===== src/rtl/sloth_eval_driver.sv =====
// Fitness-evaluation driver: streams LFSR operand vectors to a candidate and a golden model,
// scoring the Hamming distance between their outputs into a saturating accumulator.
module sloth_eval_driver #(
    parameter int unsigned  NUM_VECTORS  = 256,
    parameter int unsigned  SCORE_W      = 24,
    parameter logic [15:0]  DEFAULT_SEED = 16'hACE1
) (
    input  logic               clk,
    input  logic               rst_n,
    input  logic               start,
    input  logic [15:0]        seed_in,
    output logic [15:0]        a1,
    output logic [15:0]        a0,
    output logic [15:0]        b1,
    output logic [15:0]        b0,
    input  logic [15:0]        y3,
    input  logic [15:0]        y2,
    input  logic [15:0]        y1,
    input  logic [15:0]        y0,
    input  logic [15:0]        g3,
    input  logic [15:0]        g2,
    input  logic [15:0]        g1,
    input  logic [15:0]        g0,
    output logic               busy,
    output logic               done,
    output logic [SCORE_W-1:0] score,
    output logic               perfect,
    output logic [15:0]        vec_count
);

    typedef enum logic [2:0] {S_IDLE, S_LOAD, S_DRIVE, S_SAMPLE, S_DONE} state_t;

    state_t               r_state, w_next;
    logic [15:0]          r_lfsr, r_a1, r_a0, r_b1, r_b0, r_vec_count;
    logic                 r_busy, r_done, r_perfect;
    logic [SCORE_W-1:0]   r_score, w_score_next;
    logic [15:0]          w_s1, w_s2, w_s3, w_s4, w_seed, w_vec_inc;
    logic [63:0]          w_diff;
    logic [6:0]           w_dist;
    logic [SCORE_W:0]     w_sum;
    logic                 w_last;

    function automatic logic [15:0] lfsr_step(input logic [15:0] l);
        return {1'b0, l[15:1]} ^ (l[0] ? 16'hB400 : 16'h0000);
    endfunction

    assign w_s1      = lfsr_step(r_lfsr);
    assign w_s2      = lfsr_step(w_s1);
    assign w_s3      = lfsr_step(w_s2);
    assign w_s4      = lfsr_step(w_s3);
    assign w_seed    = (seed_in == 16'h0000) ? DEFAULT_SEED : seed_in;
    assign w_vec_inc = r_vec_count + 16'd1;
    assign w_last    = (w_vec_inc == NUM_VECTORS[15:0]);
    assign w_diff    = {y3 ^ g3, y2 ^ g2, y1 ^ g1, y0 ^ g0};

    always_comb begin
        w_dist = '0;
        for (int unsigned i = 0; i < 64; i++)
            w_dist = w_dist + {6'd0, w_diff[i]};
    end

    // One extra accumulator bit catches the carry so the score clamps instead of wrapping.
    assign w_sum        = {1'b0, r_score} + {{(SCORE_W-6){1'b0}}, w_dist};
    assign w_score_next = w_sum[SCORE_W] ? '1 : w_sum[SCORE_W-1:0];

    always_comb begin
        w_next = r_state;
        case (r_state)
            S_IDLE, S_DONE: if (start) w_next = S_LOAD;
            S_LOAD:         w_next = S_DRIVE;
            S_DRIVE:        w_next = S_SAMPLE;
            S_SAMPLE:       w_next = w_last ? S_DONE : S_DRIVE;
            default:        w_next = S_IDLE;
        endcase
    end

    // Status outputs are registered from the current state, so they lag the state by one edge.
    always_ff @(posedge clk or negedge rst_n) begin
        if (!rst_n) begin
            r_state     <= S_IDLE;
            r_lfsr      <= DEFAULT_SEED;
            r_a1        <= '0;
            r_a0        <= '0;
            r_b1        <= '0;
            r_b0        <= '0;
            r_busy      <= 1'b0;
            r_done      <= 1'b0;
            r_perfect   <= 1'b0;
            r_score     <= '0;
            r_vec_count <= '0;
        end else begin
            r_state <= w_next;
            case (r_state)
                S_IDLE, S_DONE: begin
                    if (start) begin
                        r_score     <= '0;
                        r_vec_count <= '0;
                        r_done      <= 1'b0;
                        r_perfect   <= 1'b0;
                        r_lfsr      <= w_seed;
                    end else if (r_state == S_DONE) begin
                        r_busy    <= 1'b0;
                        r_done    <= 1'b1;
                        r_perfect <= (r_score == '0);
                    end
                end
                S_LOAD: r_busy <= 1'b1;
                S_DRIVE: begin
                    r_a0   <= w_s1;
                    r_a1   <= w_s2;
                    r_b0   <= w_s3;
                    r_b1   <= w_s4;
                    r_lfsr <= w_s4;
                end
                S_SAMPLE: begin
                    r_score     <= w_score_next;
                    r_vec_count <= w_vec_inc;
                end
                default: ;
            endcase
        end
    end

    assign a1        = r_a1;
    assign a0        = r_a0;
    assign b1        = r_b1;
    assign b0        = r_b0;
    assign busy      = r_busy;
    assign done      = r_done;
    assign perfect   = r_perfect;
    assign score     = r_score;
    assign vec_count = r_vec_count;

endmodule


===== config.mk =====
export PLATFORM = sky130hd
export DESIGN_NAME = sloth_eval_driver
export DESIGN_NICKNAME = d
export VERILOG_FILES = /design/src/rtl/sloth_eval_driver.sv
export SDC_FILE = /design/constraint.sdc
export NUM_CORES = 1
export LEC_CHECK = 0
export BUFFER_PORTS_ARGS = -buffer_cell sky130_fd_sc_hd__buf_2
export CAP_MARGIN = 30
export CORE_ASPECT_RATIO = 0.75
export CORE_MARGIN = 10
export CORE_UTILIZATION = 55
export CTS_CLUSTER_SIZE = 16
export DETAILED_ROUTE_END_ITERATION = 8
export PLACE_DENSITY = 0.87
export SYNTH_ARGS = -nofsm -noshare
export SYNTH_HDL_FRONTEND = slang
export SYNTH_SLANG_ARGS = --single-unit
export TNS_END_PERCENT = 30

===== constraint.sdc =====
create_clock -name clk -period 11.6 [get_ports clk]
set_input_delay 0.58 -clock clk [delete_from_list [all_inputs] [get_ports clk]]
set_output_delay 0.58 -clock clk [all_outputs]
set_load 0.01 [all_outputs]

== Word-level counts from Yosys, hierarchy flattened ==
Cells that the tools add are included.

* Reduce and logical (&&, ||, !) cells: 12
* Bitwise operators: 8
* Add/subtract/negate cells: 65
* Multiplexer cells: 22
* Equal/unequal tests: 8

{| class="wikitable"
|+ Operators by type and width
! cell !! count
|-
| adder 7 x 1 -> 7 bit || 57
|-
| two-way mux 16 bit || 7
|-
| one-hot mux 16 bit (2 select lines) || 2
|-
| bitwise XOR 15 x 16 -> 16 bit || 4
|-
| bitwise XOR 16 bit || 4
|-
| two-way mux 24 bit || 2
|-
| one-hot mux 24 bit (2 select lines) || 1
|-
| adder 24 x 7 -> 25 bit || 1
|-
| zero test 24 bit || 1
|-
| adder 16 x 1 -> 16 bit, second input constant || 1
|-
| == test 16 x 9 -> 1 bit, second input constant || 1
|-
| zero test 16 bit || 1
|-
| one-hot mux 3 bit (4 select lines) || 1
|-
| nonzero test 2 bit || 4
|-
| adder 6 x 1 -> 7 bit || 1
|-
| adder 5 x 1 -> 6 bit || 1
|-
| == test 3 x 2 -> 1 bit, second input constant || 2
|-
| two-way mux 1 bit || 6
|-
| two-way mux 3 bit || 2
|-
| inequality test 2 bit, second input constant || 3
|-
| AND reduction 2 bit || 3
|-
| adder 4 x 1 -> 5 bit || 1
|-
| adder 3 x 1 -> 4 bit || 1
|-
| adder 2 x 1 -> 3 bit || 1
|-
| other kinds (7) || 7
|}

* Logic and storage cells: 126
* Bits in registers: 126
* Output and inout port bits: 107

== Depth between registers and ports, before layout ==
Gate-level depths: netlist of the first run.

* Depth after elaboration: 67
* Mapped depth: 23
* Mapped depth without buffers: 22

== Worst setup path before layout of the first run ==
Ideal clock, no wire load.

* Kind: input to register
* Start: in g1[0]
* End: reg r_score[17] (netlist: score[17])
* Path slack: 4.426 ns
* Stages on the path: 21
* Arrival: 7.075 ns
* Buffers on the path: 0
* Cells stage by stage: xor2_1 -> fa_1 -> inv_1 -> fa_1 -> inv_1 -> fa_1 -> fa_1 -> fa_1 -> fa_1 -> inv_1 -> fa_1 -> fa_1 -> fa_1 -> inv_1 -> fa_1 -> a211oi_1 -> o21bai_1 -> a21boi_4 -> or4_4 -> and2_4 -> a311oi_1

* Cells in the longest elaborated chain, start to end: 52

{| class="wikitable"
|+ Ends and longest elaborated chain
! element !! RTL line !! RTL
|-
| start, declared || 22 || <nowiki>input logic [15:0] g1,</nowiki>
|-
| bitwise XOR 16 bit || 54 || <nowiki>assign w_diff = {y3 ^ g3, y2 ^ g2, y1 ^ g1, y0 ^ g0};</nowiki>
|-
| adder 7 x 1 -> 7 bit (48 in series) || 59 || <nowiki>w_dist = w_dist + {6'd0, w_diff[i]};</nowiki>
|-
| adder 24 x 7 -> 25 bit || 63 || <nowiki>assign w_sum = {1'b0, r_score} + {{(SCORE_W-6){1'b0}}, w_dist};</nowiki>
|-
| two-way mux 24 bit || 64 || <nowiki>assign w_score_next = w_sum[SCORE_W] ? '1 : w_sum[SCORE_W-1:0];</nowiki>
|-
| one-hot mux 24 bit (2 select lines) || 93 || <nowiki>case (r_state)</nowiki>
|-
| end signal, assigned || 116 || <nowiki>r_score <= w_score_next;</nowiki>
|-
| end, declared || 36 || <nowiki>logic [SCORE_W-1:0] r_score, w_score_next;</nowiki>
|}

No other way between the ends.
A chain may end at the register's enable or synchronous reset.

== Worst setup path in the final report of the first run ==
Same ends and word-level chain as after synthesis.

==> results of run 1 <==
## flip-flops by register name (all words and copies together) (netlist names)
register,count
perfect,1
r_state,3
r_lfsr,16
b1,5
b0,1
vec_count,16
done,1
a1,15
score,24
busy,1
a0,4
## kinds of logic (layout without fill, tap and decap cells)
| family | after synthesis | in the layout | synth area share, % |
|---|---|---|---|
| flops | 87 | 87 | 31.2 |
| mux | 4 | 4 | 0.572 |
| fa+ha+maj | 84 | 84 | 21.0 |
| buf+inv | 113 | 322 | 8.47 |
| compound gates | 130 | 130 | 11.5 |
| xor+xnor | 82 | 82 | 10.3 |
| simple gates | 239 | 239 | 17.0 |
## metrics by stage
step                      util (%)  worst slack, ps  cells  hold WS [ps]  cell area (um2)
after floorplan                  -             4430    739           284             7000
after global placement        65.4             4000   1096           426             8100
after detailed placement      65.4             3820   1096           426             8100
after CTS                     67.8             4180   1112          63.3             8410
after global routing          68.2             3840   1114          62.2             8450
final                         68.2             4170   1114          66.4             8450
## final cells by class
cell class | count | area share, %
inverter | 47 | 2.09
sequential | 87 | 25.9
tap | 166 | 2.46
clock buffer | 9 | 2.67
clock inverter | 7 | 0.977
timing repair buffer | 259 | 15.9
multi-input combinational | 539 | 50.1
## routing by layer
| metal | GRT usage [%] | wire, um | share of wire, % |
|---|---|---|---|
| met1 | 28.4 | 8250 | 42 |
| met5 | 0 | 0 | 0 |
| met2 | 33.5 | 9530 | 49 |
| met3 | 5.69 | 1670 | 8.5 |
| met4 | 1.94 | 59 | 0.30 |
## worst max-delay path, cell delays in order
cell and delay, ps:
buf_2 100, xor2_1 170, fa_1 530, inv_1 50, fa_1 530, inv_1 60
fa_1 520, fa_1 500, fa_1 540, fa_1 540, inv_1 60, fa_1 500
fa_1 510, fa_1 450, inv_1 80, fa_1 220, a211oi_1 100, o21bai_1 380
a21boi_4 150, or4_4 620, and2_4 220, a311oi_1 260
## Yosys cell counts (21+ instances only)
| library cell | n | area, um2 |
|---|---|---|
| ha_1 | 28 | 350 |
| a21oi_1 | 31 | 155 |
| xor2_1 | 47 | 412 |
| dfrtp_1 | 79 | 1980 |
| fa_1 | 56 | 1120 |
| o21ai_0 | 45 | 225 |
| nor3_1 | 21 | 105 |
| nand2_1 | 98 | 368 |
| nor2_1 | 34 | 128 |
| xnor2_1 | 35 | 307 |
| inv_1 | 47 | 176 |
| clkbuf_1 | 21 | 78.8 |
| buf_4 | 40 | 300 |
## worst paths after layout
kind	startpoint	to	slack [ps]	cells after the start
worst min-delay path	rst_n	vec_count[3]	70	1
max in group asynchronous	rst_n	r_lfsr[5]	10780	3
worst max register to register	score[0]	score[17]	4210	18
worst max-delay path	g1[0]	score[17]	4170	22
worst min register to register	b1[12]	b1[12]	470	1
min in group clk	seed_in[1]	r_lfsr[1]	470	3
## placed cells by master (no fill, tap or decap), types with 7 or more instances in the layout
master / instances
inv_1: 47
nand3_1: 14
a21oi_1: 31
nor3_1: 20
dfrtp_1: 79
nor4_1: 14
fa_1: 56
clkbuf_16: 9
dfstp_2: 8
nand2_1: 98
o21ai_0: 45
ha_1: 28
buf_2: 252
nor2_1: 34
a31oi_1: 14
o31ai_1: 7
xor2_1: 47
xnor2_1: 35
nand4_1: 11
==> summary.md, run 1 <==
| Metric | Value |
|---|---|
| Outcome | completed |
| Ys flop type | dfrtp_1 |
| Cell area after synthesis | 0.00700 mm2 |
| Area of the multi-input gates | 0.00423 mm2 |
| Min cycle time layout | 7430 ps |
| Overflow after GRT | 0 |
| Die W | 150 um |
| # resized after CTS | 0 |
| Mapped Nets | 970 |
| IO Count | 254 |
| Setup Skew | 10.8 ps |
| CTS Root Cell | clkbuf_16 |
| Fill cell count | 973 |
| Layout Nets | 1,174 |
| Via Count | 6,010 |
| Final Hold Viols | 0 |
| TritonCTS clock tree | done |
| Fmax achieved | 135 MHz |
| Routed Wire Length | 19,500 um |
| Synth Area per Inst | 9.48 um2 |
| Cell variety after synth | 62 |
| Avg WL per Cell | 17.5 um |
| Pin slew with the least headroom to its limit | 1010 ps |
| CTS max path bufs | 2 |
| Initial antenna violation count | 0 |
| # DRC | 0 |
| Post-synth EDFFs | 0 |
| Later-pin clock latency in the skew report | 340 ps |
| Number of I/O port buffers | 253 |
| Pin count of the biggest net entering global routing | 78 |
| CP max FO | 15 |
| All-Layer GR Usage | 20.9% |
| Req. time, crit path | 11,840 ps |
| N_diodes | 0 |
| Max Cap Viol | 0 |
| Post-CTS Setup Inserts | 0 |
| Worst-path clk slew | 60 ps |
| H-tree depth | 3 |
| Period utilization | 64.1% |
| TritonCTS buffer count | 9 |
| Setup TNS | 0 ps |
| Global-route wire length before repair | 30,500 um |
| TritonRoute pass-1 iters | 5 |
| Critical Path Source Type | input port |
| Starting density of the core | 56.5% |
| Post-synthesis cell count | 739 |
| DIE AREA | 0.0177 mm2 |
| YS warnings | 0 |
| Placer Congestion | 0.896 |
| TritonCTS Sinks | 87 |
| Vias in the first global route | 5,932 |
| 1st-iter DRT viols | 430 |
| FF+latch area | 0.00219 mm2 |
| Critical path class | in2reg |
| Rel. slew slack | 32.3% |
| Asr flop ratio synth | 100% |
| CP arrival | 7670 ps |
| Row count | 35 |
| Share of layout cells above drive strength 1 | 32.5% |
| CORE AREA | 0.0124 mm2 |
| Setup violators final | 0 |
| Post-route ant nets | 0 |
| Synth Register Bits | 87 |
| Max-slew violations | 0 |
| Die height | 118 um |
| RSZ-0062 raised after global routing | no |
| Setup crit end kind | flip-flop |
| Dpl hpwl | 15,800 um |
| Layout area overhead | 20.6% |
| Sequential element share of the synthesized area | 31.2% |
| Min-delay worst type | in2async |
| Via/cell ratio | 5.39 |
| Post-CTS Hold Buffers | 0 |
Power of run 1 is not shown: default switching activity piles up to over one toggle a cycle in this logic, so the estimate is an artifact.
==> inputs of run 2 (changes only) <==
--- a/config.mk
+++ b/config.mk
@@ -5,14 +5,15 @@
 export SDC_FILE = /design/constraint.sdc
 export NUM_CORES = 1
 export LEC_CHECK = 0
+export ABC_AREA = 1
 export BUFFER_PORTS_ARGS = -buffer_cell sky130_fd_sc_hd__buf_2
 export CAP_MARGIN = 30
 export CORE_ASPECT_RATIO = 0.75
 export CORE_MARGIN = 10
-export CORE_UTILIZATION = 55
+export CORE_UTILIZATION = 52
 export CTS_CLUSTER_SIZE = 16
 export DETAILED_ROUTE_END_ITERATION = 8
-export PLACE_DENSITY = 0.87
+export PLACE_DENSITY = 0.82
 export SYNTH_ARGS = -nofsm -noshare
 export SYNTH_HDL_FRONTEND = slang
 export SYNTH_SLANG_ARGS = --single-unit
==> constraint.sdc (replaced) <==
create_clock -name clk -period 7.5 [get_ports clk]
set_input_delay 0.375 -clock clk [delete_from_list [all_inputs] [get_ports clk]]
set_output_delay 0.375 -clock clk [all_outputs]
set_load 0.01 [all_outputs]
==> run 2 against run 1 <==
Clock-buffer cell count rose by 1. Global-route usage barely moved. Design area rose by 4.4%. Core utilization fell by 4.5 points. Largest cell class unchanged. Flip-flop and latch count did not move. Non-clock buffer count fell by 4. Hold slack improved by 240 ps. Final cell count rose by 15%. Critical endpoint is now score[11].
==> summary.md, run 2 <==
| Metric | Value |
|---|---|
| R2r endpoint | score[11] (was score[17]) |
| Overflow after GRT | 0 (unchanged) |
| Final Hold Viols | 0 (unchanged) |
| RSZ-0062 raised after global routing | no (unchanged) |
| Initial antenna violation count | 0 (unchanged) |
| Asr flop ratio synth | 100% (unchanged) |
| Setup violators final | 0 (unchanged) |
| Critical path class | reg2reg (was in2reg) |
| Vias in the first global route | 6,616 (was 5,932) |
| Worst Reg-to-Reg Cells | 22 (was 18) |
| Reg-to-reg critical path startpoint | score[0] (unchanged) |
| Period utilization | 91.0% |
| Min cycle time layout | 6820 ps |
| Commonest cells in the netlist | nand2_1, inv_1, dfrtp_1 (was nand2_1, dfrtp_1, fa_1) |
| Row count | 37 (was 35) |
| Count leader, synth | nand2_1 (unchanged) |
| Cell area after synthesis | 0.00739 mm2 (was 0.00700 mm2) |
| DIE AREA | 0.0194 mm2 (was 0.0177 mm2) |
| Setup WS post-layout | 678 ps (was 4170 ps) |
| # DRC | 0 (unchanged) |
| Via Count | 6,642 (was 6,010) |
| Starting density of the core | 53.4% (was 56.5%) |
| N_diodes | 0 (unchanged) |
| Mapped Nets | 1,121 (was 970) |
| Setup WS pre-CTS | 531 ps (was 3820 ps) |
| Post-synthesis cell count | 890 (was 739) |
| CORE AREA | 0.0138 mm2 (was 0.0124 mm2) |
| Commonest non-fill, non-tap cell in the layout | buf_2 (unchanged) |
| Hold_ws | 302 ps (was 66.4 ps) |
| Setup crit end kind | flip-flop (unchanged) |
| Share of the synthesized area in the top cell type | 26.7% (was 28.2%) |
| Setup Skew | 8.73 ps (was 10.8 ps) |
| Max Cap Viol | 0 (unchanged) |
| Layout area overhead | 19.3% (was 20.6%) |
| Avg WL per Cell | 16.3 um (was 17.5 um) |
| Area contributors post-synth | dfrtp_1, fa_1, nand2_1 (was dfrtp_1, fa_1, xor2_1) |
| Number of I/O port buffers | 253 (unchanged) |
| TritonCTS buffer count | 9 (unchanged) |
| Critical Path Start | score[0] (was g1[0]) |
| CP max FO | 12 (was 15) |
| Yosys top cell by area | dfrtp_1 (unchanged) |
| H-tree depth | 3 (unchanged) |
| Cell variety after synth | 45 (was 62) |
| Later-pin clock latency in the skew report | 340 ps (about the same) |
| Worst-path clk slew | 70 ps (was 60 ps) |
| TritonCTS Sinks | 87 (unchanged) |
| Post-route ant nets | 0 (unchanged) |
| Pin slew with the least headroom to its limit | 897 ps (was 1010 ps) |
| Rel. slew slack | 40.1% (was 32.3%) |
| Die W | 158 um (was 150 um) |
| Sequential element share of the synthesized area | 29.6% (was 31.2%) |
| Share of layout cells above drive strength 1 | 28.5% (was 32.5%) |
| CTS Root Cell | clkbuf_16 (unchanged) |
| Max FFs per register | 24 (unchanged) |
| Via/cell ratio | 5.18 (was 5.39) |
| CP arrival | 7090 ps (was 7670 ps) |
| 1st-iter DRT viols | 367 (was 430) |
| Synth Area per Inst | 8.31 um2 (was 9.48 um2) |
| Post-synth EDFFs | 0 (unchanged) |
| TritonCTS clock tree | done (unchanged) |
| Req. time, crit path | 7770 ps (was 11,840 ps) |
| Die height | 123 um (was 118 um) |
| Dpl hpwl | 17,100 um (was 15,800 um) |
| Critical Path Source Type | flip-flop (was input port) |
| Worst R2R Setup Slack | 680 ps (was 4210 ps) |
| Commonest non-fill, non-tap cells in the layout | buf_2, nand2_1, inv_1 (was buf_2, nand2_1, dfrtp_1) |
| Post-CTS Setup Inserts | 0 (unchanged) |
| Placer Congestion | 0.982 (was 0.896) |
| Setup TNS | 0 ps (unchanged) |
| Fmax achieved | 147 MHz |
| Max-slew violations | 0 (unchanged) |
| Pin count of the biggest net entering global routing | 55 (was 78) |
| CTS max path bufs | 2 (unchanged) |
| Layout Nets | 1,333 (was 1,174) |
| CP Capture Point | score[11] (was score[17]) |
| Ys flop type | dfrtp_1 (unchanged) |
| Synth Register Bits | 87 (unchanged) |
| All-Layer GR Usage | 20.9% (about the same) |
| TritonRoute pass-1 iters | 5 (unchanged) |
| IO Count | 254 (unchanged) |
| YS warnings | 0 (unchanged) |
| Outcome | completed (unchanged) |
| Global-route wire length before repair | 33,000 um (was 30,500 um) |
| Routed Wire Length | 20,900 um (was 19,500 um) |
| Min-delay worst type | in2reg (was in2async) |
run 2: cell count changes after synthesis, moves of 15 or more:
| cell | previous run | this run |
|---|---|---|
| a21oi_1 | 31 | 12 |
| inv_1 | 47 | 101 |
| nand2_1 | 98 | 238 |
| nand3_1 | 14 | 43 |
| nor3_1 | 21 | 2 |
| clkbuf_1 | 21 | 6 |
run 2: per-stage QoR:
step / area [um2] / std cells / util, %
after global placement: 8510 / 1265 / 61.5
after detailed placement: 8510 / 1265 / 61.5
after global routing: 8820 / 1282 / 63.7
final: 8820 / 1282 / 63.7
after floorplan: 7390 / 890 / -
after CTS: 8820 / 1282 / 63.7
run 2: repair_timing:
| action | CTS | global route |
|---|---|---|
| resized for setup | 0 | 0 |
| hold endpoints to repair | 32 | 0 |
| hold buffers | 1 | 0 |
run 2: worst min-delay path by stage:
stage / start / end / slack [ps] / cells after the start
finish: seed_in[12] / r_lfsr[12] / 300 / 3
global route: seed_in[12] / r_lfsr[12] / 290 / 3
CTS: seed_in[12] / r_lfsr[12] / 290 / 3
detailed placement: rst_n / vec_count[9] / 360 / 1
global placement: rst_n / a0[14] / 360 / 1
floorplan: rst_n / a0[0] / 80 / 0
run 2: metal layers:
layer | routed length [um] | track usage [%]
met1 | 8920 | 28.9
met4 | 179 | 3.55
met5 | 0 | 0
met3 | 1740 | 4.86
met2 | 10100 | 33.3
run 2: layout make-up:
type                    count  area, um2
fillers                  1201       5020
multi-input cells         639       4420
flip-flops and latches     87       2190
repair buffers            255       1290
inverters                 110        415
clock buffers              10        229
well taps                 175        219
clock inverters             6       67.6
run 2: cell families after synthesis:
logic type	Yosys count	share of synthesized area (%)
fa+ha+maj	84	19.9
buf+inv	164	10.7
compound gates	91	6.90
xor+xnor	80	9.48
simple gates	384	23.5
flops	87	29.6
run 2: critical path, cell delays in order (launching register included):
cell and delay (ps):
dfrtp_1 500, fa_1 560, fa_1 530, fa_1 550
fa_1 550, fa_1 540, fa_1 550, inv_1 60
fa_1 510, fa_1 520, fa_1 420, inv_1 90
fa_1 220, nand2_1 70, nand2_1 80, nand3_1 70
nand2_1 100, nand2_1 70, nand2_2 250, nand3_4 200
nand3_1 130, nand2_1 50, o21ai_1 100
Power of run 2 is left out for the same reason.
==> inputs of run 3 (changes only) <==
==> constraint.sdc (replaced) <==
create_clock -name clk -period 6.95 [get_ports clk]
set_input_delay 0.3475 -clock clk [delete_from_list [all_inputs] [get_ports clk]]
set_output_delay 0.3475 -clock clk [all_outputs]
set_load 0.01 [all_outputs]
==> run 3 against run 2 <==
Worst setup slack lost 340 ps. Global-route usage is essentially flat. Die area is the same. Largest cell class unchanged. Highest routed layer unchanged.
==> summary.md, run 3 (synthesis gave the netlist of run 2 again) <==
| Metric | Value |
|---|---|
| Cell mode on critical path | fa_1 (unchanged) |
| Setup violators final | 0 (unchanged) |
| Vias in the first global route | 6,623 (was 6,616) |
| Placer Congestion | 0.928 (was 0.982) |
| CP max FO | 12 (unchanged) |
| TritonCTS buffer count | 9 (unchanged) |
| CORE AREA | 0.0138 mm2 (unchanged) |
| Max-slew violations | 0 (unchanged) |
| Critical path class | reg2reg (unchanged) |
| Commonest non-fill, non-tap cell in the layout | buf_2 (unchanged) |
| Fmax achieved | 151 MHz (was 147 MHz) |
| Critical Path Slowest Stage Cell | fa_1 (unchanged) |
| Layout Nets | 1,337 (was 1,333) |
| Min-delay worst type | in2reg (unchanged) |
| End-of-flow core utilization | 64.2% (was 63.7%) |
| Dpl hpwl | 17,300 um (was 17,100 um) |
| TritonCTS clock tree | done (unchanged) |
| RSZ-0062 raised after global routing | no (unchanged) |
| Routed Wire Length | 21,000 um (was 20,900 um) |
| Setup Skew | 11.0 ps (was 8.73 ps) |
| Final Non-Filler Cells | 1,287 (was 1,282) |
| Row count | 37 (unchanged) |
| Share of layout cells above drive strength 1 | 28.9% (was 28.5%) |
| Pin count of the biggest net entering global routing | 51 (was 55) |
| Die height | 123 um (unchanged) |
| Rel. slew slack | 39.3% (was 40.1%) |
| Outcome | completed (unchanged) |
| Placed instance area | 0.00854 mm2 (was 0.00851 mm2) |
| CTS max path bufs | 2 (unchanged) |
| TritonRoute pass-1 iters | 5 (unchanged) |
| Layout area overhead | 20.2% (was 19.3%) |
| CP arrival | 6830 ps (was 7090 ps) |
| Later-pin clock latency in the skew report | 340 ps (about the same) |
| Req. time, crit path | 7170 ps (was 7770 ps) |
| Global-route wire length before repair | 33,100 um (was 33,000 um) |
| Post-CTS Setup Inserts | 0 (unchanged) |
| Ordered list of cells on the worst path | fa_1 > fa_1 > fa_1 > fa_1 > fa_1 > fa_1 > inv_1 > fa_1 > fa_1 > fa_1 > inv_1 > fa_1 > nand2_1 > nand2_1 > nand3_1 > nand2_1 > nand2_1 > nand2_4 > a21oi_1 > o21ai_0 > nand2_1 (was fa_1 > fa_1 > fa_1 > fa_1 > fa_1 > fa_1 > inv_1 > fa_1 > fa_1 > fa_1 > inv_1 > fa_1 > nand2_1 > nand2_1 > nand3_1 > nand2_1 > nand2_1 > nand2_2 > nand3_4 > nand3_1 > nand2_1 > o21ai_1) |
| Avg WL per Cell | 16.3 um (about the same) |
| Starting density of the core | 53.4% (unchanged) |
| 1st-iter DRT viols | 403 (was 367) |
| Max FFs per register | 24 (unchanged) |
| # DRC | 0 (unchanged) |
| Setup crit end kind | flip-flop (unchanged) |
| Max Cap Viol | 0 (unchanged) |
| Via/cell ratio | 5.16 (was 5.18) |
| DIE AREA | 0.0194 mm2 (unchanged) |
| Crit-path max cell delay | 560 ps (about the same) |
| Period utilization | 95.2% (was 91.0%) |
| Number of I/O port buffers | 253 (unchanged) |
| Pin slew with the least headroom to its limit | 908 ps (was 897 ps) |
| H-tree depth | 3 (unchanged) |
| Final Hold Viols | 0 (unchanged) |
| All-Layer GR Usage | 21.0% (was 20.9%) |
| Die W | 158 um (unchanged) |
| IO Count | 254 (unchanged) |
| TritonCTS Sinks | 87 (unchanged) |
| Dpl cells | 1,269 (was 1,265) |
| Min cycle time layout | 6610 ps (was 6820 ps) |
| Post-route ant nets | 0 (unchanged) |
| Via Count | 6,638 (was 6,642) |
| Hold_ws | 273 ps (was 302 ps) |
| Critical Path Source Type | flip-flop (unchanged) |
| Commonest non-fill, non-tap cells in the layout | buf_2, nand2_1, inv_1 (unchanged) |
| Worst-path clk slew | 70 ps (about the same) |
| Overflow after GRT | 0 (unchanged) |
| Initial antenna violation count | 1 (was 0) |
| Post-route cell area | 0.00889 mm2 (was 0.00882 mm2) |
| CTS Root Cell | clkbuf_16 (unchanged) |
| Fill cell count | 1,191 (was 1,201) |
==> run 3: repair_timing <==
action / in CTS / in global routing
endpoints found under the setup margin: 0 / 10
hold buffers: 1 / 0
gates resized for setup: 0 / 2
endpoints found under the hold margin: 36 / 0
==> run 3: through the flow <==
stage,TNS (ps),worst slack (ps)
3_3_place_gp,0,211
3_5_place_dp,-83.5,-29.0
6_report,0,337
2_1_floorplan,0,619
5_1_grt,0,11.0
4_1_cts,0,221
==> run 3: worst paths after layout <==
check                         start      endpoint  slack, ps  cells past startpoint
min in group asynchronous     rst_n  vec_count[9]        510                      2
setup reg to reg           score[0]     score[14]        340                     21
hold reg to reg              a1[13]        a1[13]        480                      2
setup / recovery           score[0]     score[14]        340                     21
hold / removal                start    r_state[2]        270                      2
max in group asynchronous     rst_n      score[0]       5390                      3
==> run 3: critical path: cells and delay by family (launching register included) <==
| kind | cells | cell delay (ps) |
|---|---|---|
| buffers and inverters | 2 | 160 |
| AOI/OAI and AO/OA | 2 | 330 |
| and+or+nand+nor | 7 | 630 |
| adders and majority gates | 10 | 4880 |
| DFF | 1 | 460 |
==> run 3: cell type report <==
cell class	count	area [um2]	share of cell area [%]
Multi-Input combinational cell	639	4420	49.8
Sequential cell	87	2190	24.6
Timing Repair Buffer	259	1320	14.8
Inverter	110	415	4.67
Clock buffer	11	243	2.73
Tap cell	175	219	2.46
Clock inverter	5	81.3	0.915
Antenna cell	1	2.50	0.0282
==> run 3: per-layer routing <==
| layer | GRT usage [%] | vias up | wire length (um) |
|---|---|---|---|
| li1 | - | 3215 | - |
| met1 | 28.8 | 3169 | 9170 |
| met2 | 33.2 | 238 | 9950 |
| met3 | 5.20 | 16 | 1720 |
| met4 | 3.85 | 0 | 191 |
| met5 | 0 | - | 0 |
Power of run 3 is left out for the same reason.
